[config.mk]
export PLATFORM = sky130hd
export DESIGN_NAME = rx_deframer_descrambler_flat
export DESIGN_NICKNAME = d
export VERILOG_FILES = /design/src/rtl/rx_deframer_descrambler_pkg.sv /design/src/rtl/rx_deframer_descrambler_if.sv /design/src/rtl/rx_descrambler.sv /design/src/rtl/rx_deframer_descrambler.sv /design/src/flat_wrapper.sv
export SDC_FILE = /design/constraint.sdc
export NUM_CORES = 1
export LEC_CHECK = 0
export ABC_AREA = 1
export CORE_MARGIN = 10
export CORE_UTILIZATION = 60
export CTS_BUF_LIST = sky130_fd_sc_hd__clkbuf_2 sky130_fd_sc_hd__clkbuf_4 sky130_fd_sc_hd__clkbuf_8
export DETAILED_ROUTE_END_ITERATION = 16
export MAX_ROUTING_LAYER = met4
export PLACE_DENSITY = 0.91
export SETUP_SLACK_MARGIN = 0.1
export SYNTH_ARGS = -nofsm -noshare
export SYNTH_HDL_FRONTEND = slang
export SYNTH_SLANG_ARGS = --single-unit
[constraint.sdc]
create_clock -name Clk -period 5.6 [get_ports Clk]
set_input_delay 1.12 -clock Clk [delete_from_list [all_inputs] [get_ports Clk]]
set_output_delay 1.12 -clock Clk [all_outputs]
set_load 0.005 [all_outputs]
[src/rtl/rx_deframer_descrambler_pkg.sv]
// Shared types and constants for the receive deframer/descrambler.
// Holds the SIGNAL field map, legal rate codes and LFSR taps.
package rx_deframer_descrambler_pkg;

    localparam int SIGNAL_BITS  = 24;
    localparam int SERVICE_BITS = 16;
    localparam int SEED_BITS    = 7;
    localparam int CNT_BITS     = 15;

    typedef logic [CNT_BITS-1:0] cnt_t;

    typedef enum logic [2:0] {
        S_IDLE,
        S_SIGNAL,
        S_SERVICE,
        S_PSDU,
        S_DONE,
        S_ERROR
    } state_t;

    localparam cnt_t CNT_ONE        = cnt_t'(1);
    localparam cnt_t SIG_RATE_LAST  = cnt_t'(3);
    localparam cnt_t SIG_RSVD       = cnt_t'(4);
    localparam cnt_t SIG_LEN_LAST   = cnt_t'(16);
    localparam cnt_t SIG_PARITY     = cnt_t'(17);
    localparam cnt_t SIG_TAIL_FIRST = cnt_t'(18);
    localparam cnt_t SIG_LAST       = cnt_t'(SIGNAL_BITS - 1);
    localparam cnt_t SVC_SEED_LAST  = cnt_t'(SEED_BITS - 1);
    localparam cnt_t SVC_LAST       = cnt_t'(SERVICE_BITS - 1);

    localparam int TAP_HI = 6;
    localparam int TAP_LO = 3;

    localparam logic [3:0] LEGAL_RATES [8] = '{
        4'b1101, 4'b1111, 4'b0101, 4'b0111,
        4'b1001, 4'b1011, 4'b0001, 4'b0011
    };

    function automatic logic rate_legal(input logic [3:0] r);
        logic ok;
        ok = 1'b0;
        for (int i = 0; i < 8; i++) begin
            ok = ok | (r == LEGAL_RATES[i]);
        end
        return ok;
    endfunction

endpackage

[src/rtl/rx_deframer_descrambler_if.sv]
// Bit-stream input and deframed output bundle of the receive deframer.
interface rx_deframer_descrambler_if;

    logic        Start;
    logic        x;
    logic        x_valid;
    logic        y;
    logic        Valid;
    logic [3:0]  Rate;
    logic [11:0] Length;
    logic        Signal_Valid;
    logic        Signal_Err;
    logic        Service_Err;
    logic        Done;

    modport master (
        output Start, x, x_valid,
        input  y, Valid, Rate, Length,
        input  Signal_Valid, Signal_Err, Service_Err, Done
    );

    modport slave (
        input  Start, x, x_valid,
        output y, Valid, Rate, Length,
        output Signal_Valid, Signal_Err, Service_Err, Done
    );

endinterface

[src/rtl/rx_descrambler.sv]
// 7-bit x^7+x^4+1 descrambler: load mode shifts x in to recover the seed,
// run mode shifts the feedback and presents d = x ^ feedback.
module rx_descrambler
    import rx_deframer_descrambler_pkg::*;
(
    input  logic Clk,
    input  logic Reset,
    input  logic clr,
    input  logic en,
    input  logic load,
    input  logic x,
    output logic d
);

    logic [SEED_BITS-1:0] st;
    logic                 f;

    assign f = st[TAP_HI] ^ st[TAP_LO];
    assign d = x ^ f;

    always_ff @(posedge Clk) begin
        if (Reset || clr) begin
            st <= '0;
        end else if (en) begin
            st <= {st[SEED_BITS-2:0], load ? x : f};
        end
    end

endmodule

[src/rtl/rx_deframer_descrambler.sv]
// Receive deframer: parses SIGNAL, recovers the scrambler seed from SERVICE
// and emits Length*8 descrambled PSDU bits; tail and pad bits are dropped.
module rx_deframer_descrambler
    import rx_deframer_descrambler_pkg::*;
(
    input logic Clk,
    input logic Reset,
    rx_deframer_descrambler_if.slave bus
);

    state_t      state;
    state_t      state_n;
    cnt_t        cnt;
    logic [3:0]  rate_q;
    logic [11:0] len_q;
    logic        par_q;
    logic        tail_q;
    logic        sig_vld_q;
    logic        sig_err_q;
    logic        svc_err_q;
    logic        y_q;
    logic        vld_q;
    logic        done_q;

    logic        sig_end;
    logic        sig_ok;
    logic        psdu_last;
    logic        desc_en;
    logic        desc_load;
    logic        d;

    // Bit 23 is the last tail bit, so it joins the tail check directly.
    assign sig_end   = bus.x_valid && (cnt == SIG_LAST);
    assign sig_ok    = !par_q && !(tail_q | bus.x)
                       && rate_legal(rate_q) && (len_q != '0);
    assign psdu_last = (cnt + CNT_ONE) == {len_q, 3'b000};

    always_ff @(posedge Clk) begin
        if (Reset) begin
            state <= S_IDLE;
        end else begin
            state <= state_n;
        end
    end

    always_comb begin
        state_n   = state;
        desc_en   = 1'b0;
        desc_load = 1'b0;
        unique case (state)
            S_IDLE: begin
                state_n = S_SIGNAL;
            end
            S_SIGNAL: begin
                if (sig_end) begin
                    state_n = sig_ok ? S_SERVICE : S_ERROR;
                end
            end
            S_SERVICE: begin
                desc_en   = bus.x_valid;
                desc_load = (cnt <= SVC_SEED_LAST);
                if (bus.x_valid && cnt == SVC_LAST) begin
                    state_n = S_PSDU;
                end
            end
            S_PSDU: begin
                desc_en = bus.x_valid;
                if (bus.x_valid && psdu_last) begin
                    state_n = S_DONE;
                end
            end
            S_DONE:  state_n = S_DONE;
            S_ERROR: state_n = S_ERROR;
            default: state_n = S_IDLE;
        endcase
        if (!bus.Start) begin
            state_n = S_IDLE;
        end
    end

    rx_descrambler u_desc (
        .Clk   (Clk),
        .Reset (Reset),
        .clr   (!bus.Start),
        .en    (desc_en),
        .load  (desc_load),
        .x     (bus.x),
        .d     (d)
    );

    always_ff @(posedge Clk) begin
        if (Reset || !bus.Start) begin
            cnt       <= '0;
            rate_q    <= '0;
            len_q     <= '0;
            par_q     <= 1'b0;
            tail_q    <= 1'b0;
            sig_vld_q <= 1'b0;
            sig_err_q <= 1'b0;
            svc_err_q <= 1'b0;
            y_q       <= 1'b0;
            vld_q     <= 1'b0;
            done_q    <= 1'b0;
        end else begin
            sig_vld_q <= 1'b0;
            vld_q     <= 1'b0;
            done_q    <= 1'b0;
            if (bus.x_valid) begin
                unique case (state)
                    S_SIGNAL: begin
                        cnt <= sig_end ? '0 : cnt + CNT_ONE;
                        if (cnt <= SIG_RATE_LAST) begin
                            rate_q <= {rate_q[2:0], bus.x};
                        end
                        if (cnt > SIG_RSVD && cnt <= SIG_LEN_LAST) begin
                            len_q <= {len_q[10:0], bus.x};
                        end
                        if (cnt <= SIG_PARITY) begin
                            par_q <= par_q ^ bus.x;
                        end
                        if (cnt >= SIG_TAIL_FIRST) begin
                            tail_q <= tail_q | bus.x;
                        end
                        if (sig_end) begin
                            sig_vld_q <= sig_ok;
                            sig_err_q <= !sig_ok;
                        end
                    end
                    S_SERVICE: begin
                        cnt <= (cnt == SVC_LAST) ? '0 : cnt + CNT_ONE;
                        if (!desc_load && d) begin
                            svc_err_q <= 1'b1;
                        end
                    end
                    S_PSDU: begin
                        cnt    <= cnt + CNT_ONE;
                        y_q    <= d;
                        vld_q  <= 1'b1;
                        done_q <= psdu_last;
                    end
                    default: ;
                endcase
            end
        end
    end

    assign bus.y            = y_q;
    assign bus.Valid        = vld_q;
    assign bus.Rate         = rate_q;
    assign bus.Length       = len_q;
    assign bus.Signal_Valid = sig_vld_q;
    assign bus.Signal_Err   = sig_err_q;
    assign bus.Service_Err  = svc_err_q;
    assign bus.Done         = done_q;

endmodule
[src/flat_wrapper.sv]
// flat-port wrapper written by rule: the top's interface ports become plain ports
module rx_deframer_descrambler_flat import rx_deframer_descrambler_pkg::*;
  (Clk, Reset, bus_Start, bus_x, bus_x_valid, bus_y, bus_Valid, bus_Rate, bus_Length, bus_Signal_Valid, bus_Signal_Err, bus_Service_Err, bus_Done);
  rx_deframer_descrambler_if bus_i ();
  input logic Clk;
  input logic Reset;
  input wire logic [$bits(bus_i.Start)-1:0] bus_Start;
  input wire logic [$bits(bus_i.x)-1:0] bus_x;
  input wire logic [$bits(bus_i.x_valid)-1:0] bus_x_valid;
  output wire logic [$bits(bus_i.y)-1:0] bus_y;
  output wire logic [$bits(bus_i.Valid)-1:0] bus_Valid;
  output wire logic [$bits(bus_i.Rate)-1:0] bus_Rate;
  output wire logic [$bits(bus_i.Length)-1:0] bus_Length;
  output wire logic [$bits(bus_i.Signal_Valid)-1:0] bus_Signal_Valid;
  output wire logic [$bits(bus_i.Signal_Err)-1:0] bus_Signal_Err;
  output wire logic [$bits(bus_i.Service_Err)-1:0] bus_Service_Err;
  output wire logic [$bits(bus_i.Done)-1:0] bus_Done;
  assign bus_i.Start = bus_Start;
  assign bus_i.x = bus_x;
  assign bus_i.x_valid = bus_x_valid;
  assign bus_y = bus_i.y;
  assign bus_Valid = bus_i.Valid;
  assign bus_Rate = bus_i.Rate;
  assign bus_Length = bus_i.Length;
  assign bus_Signal_Valid = bus_i.Signal_Valid;
  assign bus_Signal_Err = bus_i.Signal_Err;
  assign bus_Service_Err = bus_i.Service_Err;
  assign bus_Done = bus_i.Done;
  rx_deframer_descrambler u_core (.Clk(Clk), .Reset(Reset), .bus(bus_i));
endmodule
-- Word level (Yosys, flattened, before mapping)
Index checks and enable logic that the tools add are counted.
- $add $sub $neg: 1
- $lt $le $gt $ge: 6
- equal/unequal tests: 19
- muxes and demuxes: 12
- bitwise gates (word level): 16
- reduce and logical (&&, ||, !) cells: 31
- operators by type and width (cell ; count):
    one-hot mux 15 bit (3 select lines) ; 1
    <= comparator 15 x 5 -> 1 bit, second input constant ; 2
    two-way mux 15 bit ; 2
    AND reduction 3 bit ; 7
    one-hot mux 3 bit (6 select lines) ; 1
    == test 4 bit, second input constant ; 4
    adder 15 x 1 -> 15 bit, second input constant ; 1
    == test 15 bit ; 1
    == test 15 x 4 -> 1 bit, second input constant ; 1
    == test 15 x 5 -> 1 bit, second input constant ; 1
    greater-or-equal comparator 15 x 5 -> 1 bit, second input constant ; 1
    > comparator 15 x 3 -> 1 bit, second input constant ; 1
    <= comparator 15 x 2 -> 1 bit, second input constant ; 1
    <= comparator 15 x 3 -> 1 bit, second input constant ; 1
    two-way mux 3 bit ; 4
    nonzero test 12 bit ; 1
    == test 4 x 3 -> 1 bit, second input constant ; 2
    logical AND 1 bit ; 8
    OR 1 bit ; 8
    == test 3 x 2 -> 1 bit, second input constant ; 2
    == test 3 bit, second input constant ; 2
    inequality test 2 x 1 -> 1 bit, second input constant ; 3
    OR reduction 2 bit ; 3
    logical NOT 1 bit ; 5
    12 further kinds ; 22
- register bits after elaboration: 49
- input bits: 5
- output and inout bits: 22

-- Logic depth before layout (Yosys ltp)
- depth in word-level cells: 13
- mapped depth: 17
- mapped depth without buffers: 17

-- Cells and area by module
From an unflattened synthesis, not the netlist that was laid out.
- cells, all modules: 454
- area, all modules: 2992.9 sq um
- modules (own cells, without submodules) (module ; instances ; cells each ; area each (sq um)):
    rx_deframer_descrambler ; 1 ; 419 ; 2711.4
    rx_descrambler ; 1 ; 35 ; 281.5

-- Worst setup path after synthesis
Ideal clock, no wire load.
- path type: input -> register
- start: input bus_x_valid
- end: register u_core.len_q[11], in the netlist u_core.bus.Length[11]
- library setup time: 0.119 ns
- arrival time: 2.099 ns
- setup slack: 3.381 ns
- stages: 8
- path buffers: 1
- path through: inv_1 nor2_2 inv_1 nor3_1 nand2_2 buf_2 o21ai_1 a21oi_1
- longest elaborated chain between the ends: 1
- RTL lines (item ; RTL line ; source):
    start, declared ; flat_wrapper.sv:9 ; input wire logic [$bits(bus_i.x_valid)-1:0] bus_x_valid;
    AND reduction 3 bit (no source line) ; -- ;
    end signal, assigned ; rx_deframer_descrambler.sv:116 ; len_q <= {len_q[10:0], bus.x};
    end, declared ; rx_deframer_descrambler.sv:15 ; logic [11:0] len_q;
No other way between the ends.
A chain may end at the register's enable or synchronous reset.

-- Final worst setup path
- start: input bus_x_valid
- end: register u_core.cnt[4]
- longest elaborated chain between the ends: 3
- elaborated cells between the ends (all ways): 4
- those cells by class: 2 x mux; 2 x reduce/logical
- RTL lines (item ; RTL line ; source):
    logical AND 1 bit ; rx_deframer_descrambler.sv:33 ; assign sig_end = bus.x_valid && (cnt == SIG_LAST);
    two-way mux 15 bit ; rx_deframer_descrambler.sv:111 ; cnt <= sig_end ? '0 : cnt + CNT_ONE;
    one-hot mux 15 bit (3 select lines) ; rx_deframer_descrambler.sv:109 ; unique case (state)
    end signal, assigned ; rx_deframer_descrambler.sv:111 ;
    end signal, assigned ; rx_deframer_descrambler.sv:130 ; cnt <= (cnt == SVC_LAST) ? '0 : cnt + CNT_ONE;
    end signal, assigned ; rx_deframer_descrambler.sv:136 ; cnt <= cnt + CNT_ONE;
    end, declared ; rx_deframer_descrambler.sv:13 ; cnt_t cnt;
Parallel ways exist; a longest one is shown, timed or not.

==> impl_metrics.yaml <==
outcome:
  outcome: "finished, final reports clean"
clock_network:
  cts_hold_buf: 0
  clock_latency_ps: 320
  cts.clk_slew.worst_paths_ps: 90
  clockBufferDepth: 2
  cts_tree: "yes"
  post_cts.repair.setup_buffers: 0
  clock-root-buffer: "clkbuf_8"
  clkSinkCount: 49
  cts_made_buffers: 5
  ctsResizeCount: 0
  h-tree-depth: 2
power:
  swShare_pct: 24.35
  leakagePower_nw: 1.313
  intPower_uw: 497.5
  pwr-share-seq_pct: 53.8
  p_sw_uw: 160.1
  ir_drop_uv: 147.6
  p_clk_share_pct: 40.2
  p_per_area_nw_per_um2: 206.4
  pwr-share-comb_pct: 6.0
  power_uw: 657.6
detailed_routing:
  wl_per_cell_um: 15.08
  drc_errors: 0
  vias_per_cell: 5.843
  drtIter0Drc: 192
  routed_wl_mm: 7.570
  vias: 2933
  dr.pass1.iters: 5
  drtAntennaViolNets: 0
synth:
  synthArstFlopShare_pct: 0
  syn_nets: 432
  seq_area_frac_synth_pct: 35.27
  synth_top_area_share_pct: 35.27
  synthCells: 424
  synth_common_cells: "nand2_1, nor2_1, dfxtp_1"
  ys_types: 34
  syn_area_um2: 2781
  yosys_warnings: 0
  synth.avg_cell_area_um2: 6.560
  synthMostInstantiatedCell: "nand2_1"
  ys_ff_latch: 49
  synthFlopType: "dfxtp_1"
  synth_area_leaders: "dfxtp_1, nand2_1, nand3_1, nor2_1, a21oi_1"
  synth_top_area_cell: "dfxtp_1"
  synth-edff-count: 0
global_route:
  grt_max_degree: 28
  grt_use_total_pct: 20.12
  grt-ovfl-total: 0
  grt_pass1_vias: 2668
  grt_pass1_wl_mm: 12.27
  antenna_found_initial: 0
critical_path:
  required_ps: 5770
  r2r_start: "u_core.cnt[1]"
  worst_setup_path_end_kind: "register"
  worst-setup-path-type: "primary input to register"
  crit_top_cell: "inv_1"
  path_cells: "clkdlybuf4s50_1 > inv_1 > nor2_1 > o21ai_1 > inv_1 > nand3_1 > inv_1 > nand3_1 > a21oi_1"
  cpLargestDelayFamily: "buffers and inverters"
  rr_endpoint: "u_core.state[1]"
  cp_slowest_stage_delay_ps: 540
  cp_max_fo: 15
  reg2regPathDepth: 16
  start_kind: "primary input"
  cp_slowest_cell: "o21ai_1"
  r2r_setup_slack_ps: 3150
  cp.arrival_ps: 3400
  cp.buffers_inverters: 4
sta:
  period_needed_ps: 3231
  rsz0062_at_grt: "no"
  whs_ps: 490.7
  relSlewSlack_pct: 31.39
  worst_pin_slew_ps: 1022
  max_freq_mhz: 309.5
  fin_skew_ps: 9.038
  tns_ps: 0
  period_share_pct: 57.70
  hold_violations: 0
  setup_violations: 0
  report.final.slew_viol_count: 0
layout:
  n_antenna_cell: 0
  area_growth_pct: 14.58
  nets: 457
  drive_gt1_share_pct: 8.667
  multiInputGateArea_um2: 1554
  register_area_um2: 980.9
  n_fill_cell: 376
min_path:
  worstHoldPathType: "register to register"
  hold_path_depth: 2
  min_from: "u_core.tail_q"
  holdPathEnd: "u_core.tail_q"
die:
  fp-row-count: 24
  die-area_um2: 7759
  start_util_pct: 63.01
  io_pins: 27
  die_y_um: 88.09
  die_w_um: 88.09
  coreArea_um2: 4414
placed_design:
  finalWeightedCongestion: 0.9658
  portBuffers: 26
  dp_hpwl_mm: 5.617
flow_run:
  cap_violations: 0
-- flip-flops by register name (all words and copies together) (netlist names) --
name and cells:
u_core.tail_q 1, u_core.par_q 1, u_core.bus.Valid 1, u_core.cnt 15, u_core.bus.Signal_Valid 1, u_core.bus.Done 1, u_core.bus.Length 12, u_core.u_desc.st 7
u_core.state 3, u_core.bus.Service_Err 1, u_core.bus.y 1, u_core.bus.Signal_Err 1, u_core.bus.Rate 4
-- per-layer routing --
metal	global-route usage, %	part of all wire, %	vias up
met5	-	0	-
met4	9.558	3.0	0
met3	4.271	6.1	21
met2	32.41	48	119
met1	23.30	43	1346
li1	-	-	1447
-- layout make-up --
class / count / share of cell area, %
clock inverters: 3 / 1.374
flip-flops and latches: 49 / 30.78
well taps: 52 / 2.042
clock buffers: 5 / 2.159
multi-input cells: 311 / 48.76
inverters: 55 / 6.478
repair buffers: 27 / 8.402
-- tightest hold or removal path, stage by stage (launching register included) --
cell	delay [ps]
dfxtp_1	340
a21oi_1	40
nor2_1	70
-- cells by family after synthesis --
kind of cell    after synthesis  share of synthesized area (%)
buf+inv                      64                          8.862
xor+xnor                      4                          1.755
compound gates               77                          14.31
simple gates                227                          38.46
fa+ha+maj                     3                          1.350
flops                        49                          35.27
-- power groups by stage --
stage          combinational (mW)  clock, mW  sequential, mW
2_1_floorplan              0.0266          0           0.361
3_3_place_gp               0.0367          0           0.362
3_5_place_dp               0.0382          0           0.362
4_1_cts                    0.0385      0.262           0.354
5_1_grt                    0.0435      0.278           0.354
6_report                   0.0392      0.265           0.354
-- per-stage QoR --
step                setup slack, ps  std cells  util, %  area [µm²]
floorplan                      3381        424        -        2781
global placement               2276        494    69.64        3074
detailed placement             2145        494    69.64        3074
CTS                            2465        502    72.19        3187
global route                   2198        502    72.19        3187
finish                         2369        502    72.19        3187
-- how the worst max path moves through the flow --
stage | start | endpoint | slack (ps) | cells past startpoint
after global routing | bus_x_valid | u_core.cnt[4] | 2200 | 9
after floorplan | bus_x_valid | u_core.bus.Length[11] | 3380 | 8
after detailed placement | bus_x_valid | u_core.cnt[4] | 2150 | 9
final | bus_x_valid | u_core.cnt[4] | 2370 | 9
after CTS | bus_x_valid | u_core.cnt[4] | 2470 | 9
after global placement | bus_x_valid | u_core.cnt[4] | 2280 | 9
-- cells in the final DEF, fill, tap and decap left out, types with 2 or more instances in the layout --
cell	instances
a21oi_1	37
nand2_1	76
nor2_4	4
xor2_1	2
nand3_2	2
nand3_1	45
nor2_2	6
and3_1	2
o211ai_1	2
clkdlybuf4s50_1	26
o21ai_1	3
nor2_1	52
nor4_1	7
clkbuf_8	5
ha_1	3
dfxtp_1	49
nand4_1	11
nor3_1	9
inv_2	7
o21ai_0	31
nand2_2	9
inv_1	47
(Power assumes the default switching activity.)
